$ cat config.mk
export PLATFORM = sky130hd
export DESIGN_NAME = wb_regfile
export DESIGN_NICKNAME = d
export VERILOG_FILES = /design/src/rtl/mips_pkg.sv /design/src/rtl/regfile_32x32.sv /design/src/rtl/wb_regfile.sv
export SDC_FILE = /design/constraint.sdc
export NUM_CORES = 2
export LEC_CHECK = 0
export ABC_AREA = 1
export BUFFER_PORTS_ARGS = -buffer_cell sky130_fd_sc_hd__buf_2
export CAP_MARGIN = 0
export CORE_MARGIN = 2
export CORE_UTILIZATION = 45
export DETAILED_ROUTE_END_ITERATION = 8
export SYNTH_ARGS = -nofsm -noshare
export SYNTH_HDL_FRONTEND = slang
export SYNTH_HIERARCHICAL = 1
export SYNTH_SLANG_ARGS = --single-unit
$ cat constraint.sdc
create_clock -name clk -period 5 [get_ports clk]
set_clock_uncertainty 0.2 [all_clocks]
set_input_delay 1 -clock clk [delete_from_list [all_inputs] [get_ports clk]]
set_output_delay 1 -clock clk [all_outputs]
set_load 0.03 [all_outputs]
$ cat src/rtl/mips_pkg.sv
// Shared MIPS pipeline constants: load opcodes and write-back source encodings.
package mips_pkg;

    localparam logic [5:0] OP_LB  = 6'b100000;
    localparam logic [5:0] OP_LH  = 6'b100001;
    localparam logic [5:0] OP_LW  = 6'b100011;
    localparam logic [5:0] OP_LBU = 6'b100100;
    localparam logic [5:0] OP_LHU = 6'b100101;

    localparam logic [1:0] WB_ALU  = 2'b00;
    localparam logic [1:0] WB_MEM  = 2'b01;
    localparam logic [1:0] WB_LINK = 2'b10;

endpackage

$ cat src/rtl/regfile_32x32.sv
// Architectural register file: one synchronous write port, two combinational
// read ports with same-cycle write bypass. Register 0 is hardwired to zero.
module regfile_32x32 #(
    parameter int unsigned WIDTH = 32,
    parameter int unsigned NREG  = 32
) (
    input  logic                     clk,
    input  logic                     rst,
    input  logic                     we,
    input  logic [$clog2(NREG)-1:0]  waddr,
    input  logic [WIDTH-1:0]         wdata,
    input  logic [$clog2(NREG)-1:0]  raddr_a,
    input  logic [$clog2(NREG)-1:0]  raddr_b,
    output logic [WIDTH-1:0]         rdata_a,
    output logic [WIDTH-1:0]         rdata_b
);

    localparam int unsigned AW = $clog2(NREG);

    logic [WIDTH-1:0] mem_q [NREG];

    // Storage update: async clear, write on posedge, register 0 never written.
    always_ff @(posedge clk or negedge rst) begin
        if (!rst) begin
            for (int i = 0; i < int'(NREG); i++) begin
                mem_q[i] <= '0;
            end
        end else if (we && (waddr != '0)) begin
            mem_q[waddr] <= wdata;
        end
    end

    // Read ports: bypass the in-flight write, otherwise return array content.
    always_comb begin
        rdata_a = '0;
        rdata_b = '0;
        if (we && (raddr_a == waddr) && (waddr != AW'(0))) begin
            rdata_a = wdata;
        end else if (raddr_a != '0) begin
            rdata_a = mem_q[raddr_a];
        end
        if (we && (raddr_b == waddr) && (waddr != AW'(0))) begin
            rdata_b = wdata;
        end else if (raddr_b != '0) begin
            rdata_b = mem_q[raddr_b];
        end
    end

endmodule

$ cat src/rtl/wb_regfile.sv
// Write-back stage: load extraction, write-back mux, retired-instruction
// counter, and the architectural register file.
module wb_regfile
    import mips_pkg::*;
#(
    parameter int unsigned WIDTH = 32,
    parameter int unsigned NREG  = 32
) (
    input  logic             clk,
    input  logic             rst,
    input  logic [29:0]      fourPC,
    input  logic [1:0]       memToReg,
    input  logic [31:0]      readData,
    input  logic [31:0]      aluResult,
    input  logic [4:0]       writeDataReg,
    input  logic             regWrite,
    input  logic [31:0]      instruction,
    input  logic [4:0]       rs_addr,
    input  logic [4:0]       rt_addr,
    output logic [31:0]      rs_data,
    output logic [31:0]      rt_data,
    output logic [31:0]      wb_data,
    output logic             wb_we,
    output logic [31:0]      instret
);

    logic [5:0]  opcode;
    logic [7:0]  ld_byte;
    logic [15:0] ld_half;
    logic [31:0] load_data;
    logic [31:0] instret_q;

    assign opcode = instruction[31:26];

    // Little-endian lane select: byte k from offset, halfword from offset bit 1.
    always_comb begin
        ld_byte = readData[7:0];
        unique case (aluResult[1:0])
            2'd0: ld_byte = readData[7:0];
            2'd1: ld_byte = readData[15:8];
            2'd2: ld_byte = readData[23:16];
            2'd3: ld_byte = readData[31:24];
            default: ld_byte = readData[7:0];
        endcase
        ld_half = aluResult[1] ? readData[31:16] : readData[15:0];
    end

    // Extend the selected lane according to the load opcode.
    always_comb begin
        load_data = readData;
        case (opcode)
            OP_LB:   load_data = {{24{ld_byte[7]}}, ld_byte};
            OP_LBU:  load_data = {24'h0, ld_byte};
            OP_LH:   load_data = {{16{ld_half[15]}}, ld_half};
            OP_LHU:  load_data = {16'h0, ld_half};
            default: load_data = readData;
        endcase
    end

    // Write-back source select; the reserved encoding falls back to the ALU.
    always_comb begin
        wb_data = aluResult;
        case (memToReg)
            WB_ALU:  wb_data = aluResult;
            WB_MEM:  wb_data = load_data;
            WB_LINK: wb_data = {fourPC, 2'b00};
            default: wb_data = aluResult;
        endcase
    end

    assign wb_we = regWrite && (writeDataReg != 5'd0);

    // Retired-instruction counter; zero words are bubbles and do not count.
    always_ff @(posedge clk or negedge rst) begin
        if (!rst) begin
            instret_q <= '0;
        end else if (instruction != 32'h0) begin
            instret_q <= instret_q + 32'd1;
        end
    end

    assign instret = instret_q;

    regfile_32x32 #(
        .WIDTH (WIDTH),
        .NREG  (NREG)
    ) u_regfile (
        .clk     (clk),
        .rst     (rst),
        .we      (wb_we),
        .waddr   (writeDataReg),
        .wdata   (wb_data),
        .raddr_a (rs_addr),
        .raddr_b (rt_addr),
        .rdata_a (rs_data),
        .rdata_b (rt_data)
    );

endmodule
### Word-level counts from Yosys, hierarchy flattened

Index checks and enable logic that the tools add are counted.

| cells by class | value |
|---|---|
| equal/unequal tests | 11 |
| $lt $le $gt $ge | 4 |
| bitwise logic cells | 3 |
| $add $sub $neg | 1 |
| multiplexer cells | 17 |
| reduce and logical (&&, ||, !) cells | 12 |

Operator list:

| cell | count |
|---|---|
| bitwise mux 1024 bit | 1 |
| binary-select mux 32 bit (select 5 bit) | 2 |
| 2-to-1 mux 32 bit | 9 |
| demux 32 bit (select 5 bit) | 1 |
| case mux 32 bit (4 select lines) | 1 |
| case mux 32 bit (2 select lines) | 1 |
| adder 32 x 1 -> 32 bit, second input constant | 1 |
| case mux 8 bit (4 select lines) | 1 |
| nonzero test 32 bit | 1 |
| equality test 6 bit, second input constant | 4 |
| greater-or-equal comparator 6 bit, second input constant | 3 |
| NOT 5 -> 6 bit | 3 |
| 2-to-1 mux 16 bit | 1 |
| nonzero test 5 bit | 3 |
| equality test 5 bit | 2 |
| logical AND 1 bit | 7 |
| equality test 2 bit, second input constant | 3 |
| < comparator 6 x 1 -> 1 bit, second input constant | 1 |
| equality test 2 x 1 -> 1 bit, second input constant | 2 |
| logical NOT 2 bit | 1 |

| word-level totals | value |
|---|---|
| input port bits | 146 |
| output and inout port bits | 129 |
| word-level logic and storage cells | 81 |
| register bits after elaboration | 1056 |

### Longest topological paths before layout

| logic depth | value |
|---|---|
| depth in word-level cells | 6 |
| depth in mapped cells | 13 |
| gate-level depth less buffers | 11 |

### Cells and area by module

Netlist, hierarchy kept.

Modules (own cells, without submodules):

| module | instances | cells each | area an instance (um^2) |
|---|---|---|---|
| regfile_32x32 | 1 | 8065 | 56442.9 |
| wb_regfile | 1 | 693 | 3744.8 |

### Worst setup path before layout

Ideal clock, no wire load.

| path | value |
|---|---|
| path type | in2out |
| start point | in memToReg[0] |
| end point | out rs_data[12] |
| stages on the path | 9 |
| buffers on the path | 2 |
| arrival time | 2.981 ns |
| slack | 0.819 ns |
| cell sequence | inv_1 -> ha_1 -> clkbuf_1 -> inv_1 -> clkbuf_1 -> nor2_1 -> a21oi_1 -> nand2_1 -> nand2_1 |

| on the way | value |
|---|---|
| word-level cells in the longest chain between the ends | 3 |
| elaborated cells on any way between the ends | 4 |

Ends and longest elaborated chain:

| what | line | text |
|---|---|---|
| from (decl) | wb_regfile.sv:12 | `input logic [1:0] memToReg,` |
| equality test 2 bit / equality test 2 x 1 -> 1 bit (equally long branches) | wb_regfile.sv:63 | `case (memToReg)` |
| case mux 32 bit (2 select lines) (*) | wb_regfile.sv:63 |  |
| net wb_data[12] | wb_regfile.sv:22 | `output logic [31:0] wb_data,` |
| 2-to-1 mux 32 bit (*) | regfile_32x32.sv:37 | `if (we && (raddr_a == waddr) && (waddr != AW'(0))) begin` |
| to (decl) | wb_regfile.sv:20 | `output logic [31:0] rs_data,` |

The timed path passes the listed nets; every way through them passes the cells marked *.

### Worst setup path after layout

| path | value |
|---|---|
| start point | in writeDataReg[1] |
| end point | out rs_data[11] |

| on the way | value |
|---|---|
| word-level cells in the longest chain between the ends | 5 |
| elaborated cells on any way between the ends | 6 |

Ends and longest elaborated chain:

| what | line | text |
|---|---|---|
| from (decl) | wb_regfile.sv:15 | `input logic [4:0] writeDataReg,` |
| nonzero test 5 bit | regfile_32x32.sv:37, wb_regfile.sv:71 |  |
| logical AND 1 bit | wb_regfile.sv:71 | `assign wb_we = regWrite && (writeDataReg != 5'd0);` |
| logical AND 1 bit | regfile_32x32.sv:37 |  |
| logical AND 1 bit (*) | regfile_32x32.sv:37 |  |
| 2-to-1 mux 32 bit (*) | regfile_32x32.sv:37 |  |

Mark *: on every way between the ends. The rest lies on a longest branch, timed or not.

==> results.yml <==
clock_tree:
  path_clk_slew_ns: 0.06
  root_buffer: "clkbuf_16"
  cts-buffers-inserted: 117
  clock_latency_ns: 0.74
  clockBufferDepth: 3
  cts_max_level: 3
  cts_tree: "yes"
  post_cts_resized: 0
  cts_hold_buf: 0
  post-cts-setup-buffers: 0
  clock_sinks: 1056
logic_synthesis:
  synthCells: 8758
  yosysUniqueCellTypes: 38
  avgSynthCellArea_um2: 6.87
  syn_nets: 8907
  synth_top_area_cell: "dfrtp_1"
  yosysSeqAreaShare: 0.439
  yosys-top-cells-area: "dfrtp_1 (44%), nand2_1 (20%), o21ai_0 (9.9%)"
  yosys-top-cells-count: "nand2_1 (3,160), o21ai_0 (1,185), dfrtp_1 (1,056)"
  synth-edff-count: 0
  synth_warnings: 6
  async_reset_ff_frac: 1.00
  synth_flop_cell: "dfrtp_1"
  synth_seq_cells: 1056
  yosysTopAreaCellShare: 0.439
  syn_area_um2: 60200
  synth.most_common_cell: "nand2_1"
sta:
  rsz0062_at_grt: "false"
  timing.final.crit_share: 0.970
  finalSetupViolations: 0
  slew_viol_final: 0
  setup_tns_ns: 0
  slew_headroom: 0.179
  fin_crit_ns: 4.85
  hold_viol: 0
  setup_ws_ns: 0.152
  hold_slack_ns: 0.151
  fmax_mhz: 206
  tightestPinTransition_ns: 1.23
layout:
  fin_nets: 8745
  layout-drive-gt1-share: 0.0850
  syn_to_final_growth_pct: 12.1
  finalNonFillerCells: 10500
grt:
  overflow: 0
  grt_pass1_wl_um: 366000
  antenna_found_initial: 4
  met1_usage: 0.490
  busiest_layer: "met2"
  grt_usage: 0.354
  grt_pass1_vias: 56800
  grt_max_degree: 195
  met2_usage: 0.543
  gr-usage-met3: 0.0725
die:
  die-area_um2: 137000
  die_x_um: 370
  start_util: 0.452
  ios: 275
  die_h_um: 370
  rows: 134
  core_area_um2: 133000
power_and_ir_drop:
  leakagePower_uw: 0.0312
  power_density_nw_per_um2: 390
  ir_worst_vdd_mv: 0.288
  total_power_uw: 26300
placement:
  hpwl_um: 136000
  place_congestion: 0.911
  port-buffer-count: 274
  dp_cells: 10200
  dpl_worst_slack_ns: 0.207
setup_path:
  cp_max_fo: 32
  critical_path_class: "input pin to output port"
  endpoint_kind: "output port"
  startpoint_type: "input pin"
  arrival_ns: 3.65
  crit_required_ns: 3.80
route:
  ant_nets: 0
  vias: 61000
  drc_errors: 0
  routedWlPerCell_um: 23.6
  first_pass_iters: 8
  wl_um: 247000
  drtIter0Drc: 7455
  vias_per_cell: 5.83
worst_hold_path:
  min_path_type: "input pin to asynchronous set/reset pin"
run:
  max-cap-violations: 0
run_status:
  status: "complete, no violations"
cells by family after synthesis:
family | synth area share
flops | 0.439
xor+xnor | 0.00262
simple gates | 0.297
buf+inv | 0.0752
fa+ha+maj | 0.000624
compound gates | 0.185
placed cells by master, fill, tap and decap left out, types with 3 or more instances in the layout:
cell type   instances
nor3_2              7
a21oi_1           641
o21ai_0          1185
ha_1                3
clkbuf_8           27
xor2_1              9
dfrtp_1          1056
o21ai_1            76
clkbuf_16         121
clkbuf_1           23
nor2_1            459
nor2_4              9
buf_2             265
nand3_1           759
or2_2               4
bufinv_16          16
buf_8               4
nor3_4              4
xnor2_1             9
buf_12             70
nand4_1             9
nand2_1          3134
a21oi_2             9
clkinvlp_4          3
inv_2               7
o211ai_1          203
nand2_4            26
nand2_2             3
clkinv_2           32
nand3b_1           15
buf_4             116
inv_1             371
worst max-delay path, cell delays in order:
cell,delay (ns)
buf_2,0.16
or2_2,0.30
o41ai_1,0.24
inv_1,0.15
nand2_1,0.24
inv_1,0.18
a21boi_4,0.20
buf_12,0.38
nand3_1,0.39
nand2_1,0.16
buf_2,0.21
final timing paths:
check,from,end,slack (ns),cells past startpoint
worst max register to register,instret[0]$_DFFE_PN0P_,instret[28]$_DFFE_PN0P_,2.79,10
worst max-delay path,writeDataReg[1],rs_data[11],0.15,11
min in group clk,u_regfile/mem_q[1013]$_DFFE_PN0P_,u_regfile/mem_q[1013]$_DFFE_PN0P_,0.20,0
worst min register to register,u_regfile/mem_q[1013]$_DFFE_PN0P_,u_regfile/mem_q[1013]$_DFFE_PN0P_,0.20,0
worst min-delay path,rst,u_regfile/mem_q[417]$_DFFE_PN0P_,0.15,1
max in group asynchronous,rst,u_regfile/mem_q[791]$_DFFE_PN0P_,3.18,2
through the flow:
step           instance area [um2]   util
5_1_grt                      67500  0.507
6_report                     67500  0.507
4_1_cts                      67500  0.507
3_3_place_gp                 63300  0.475
3_5_place_dp                 63300  0.475
2_1_floorplan                60200      -
area by class of cell:
class | count | area [um2]
repair buffers | 458 | 3690
diodes | 1 | 2.50
fillers | 13200 | 65700
clock buffers | 170 | 3470
multi-input cells | 6576 | 29500
flip-flops and latches | 1056 | 26400
clock inverters | 51 | 689
well taps | 1768 | 2210
inverters | 387 | 1480
sequential cells by signal, summed over array words and instances, names as in the netlist:
| name | count |
|---|---|
| u_regfile/mem_q | 1024 |
| instret | 32 |
where the power goes:
group / switching (uW) / internal, uW
sequential: 1130 / 10200
clock: 3770 / 5620
combinational: 3710 / 1830
total: 8610 / 17700
layer usage:
layer | up-vias | wire length, um
met5 | - | 13
met2 | 3320 | 108000
li1 | 28300 | -
met3 | 554 | 26700
met4 | 2 | 10000
met1 | 28900 | 102000
Note: power is estimated with default switching activity, not from simulation.
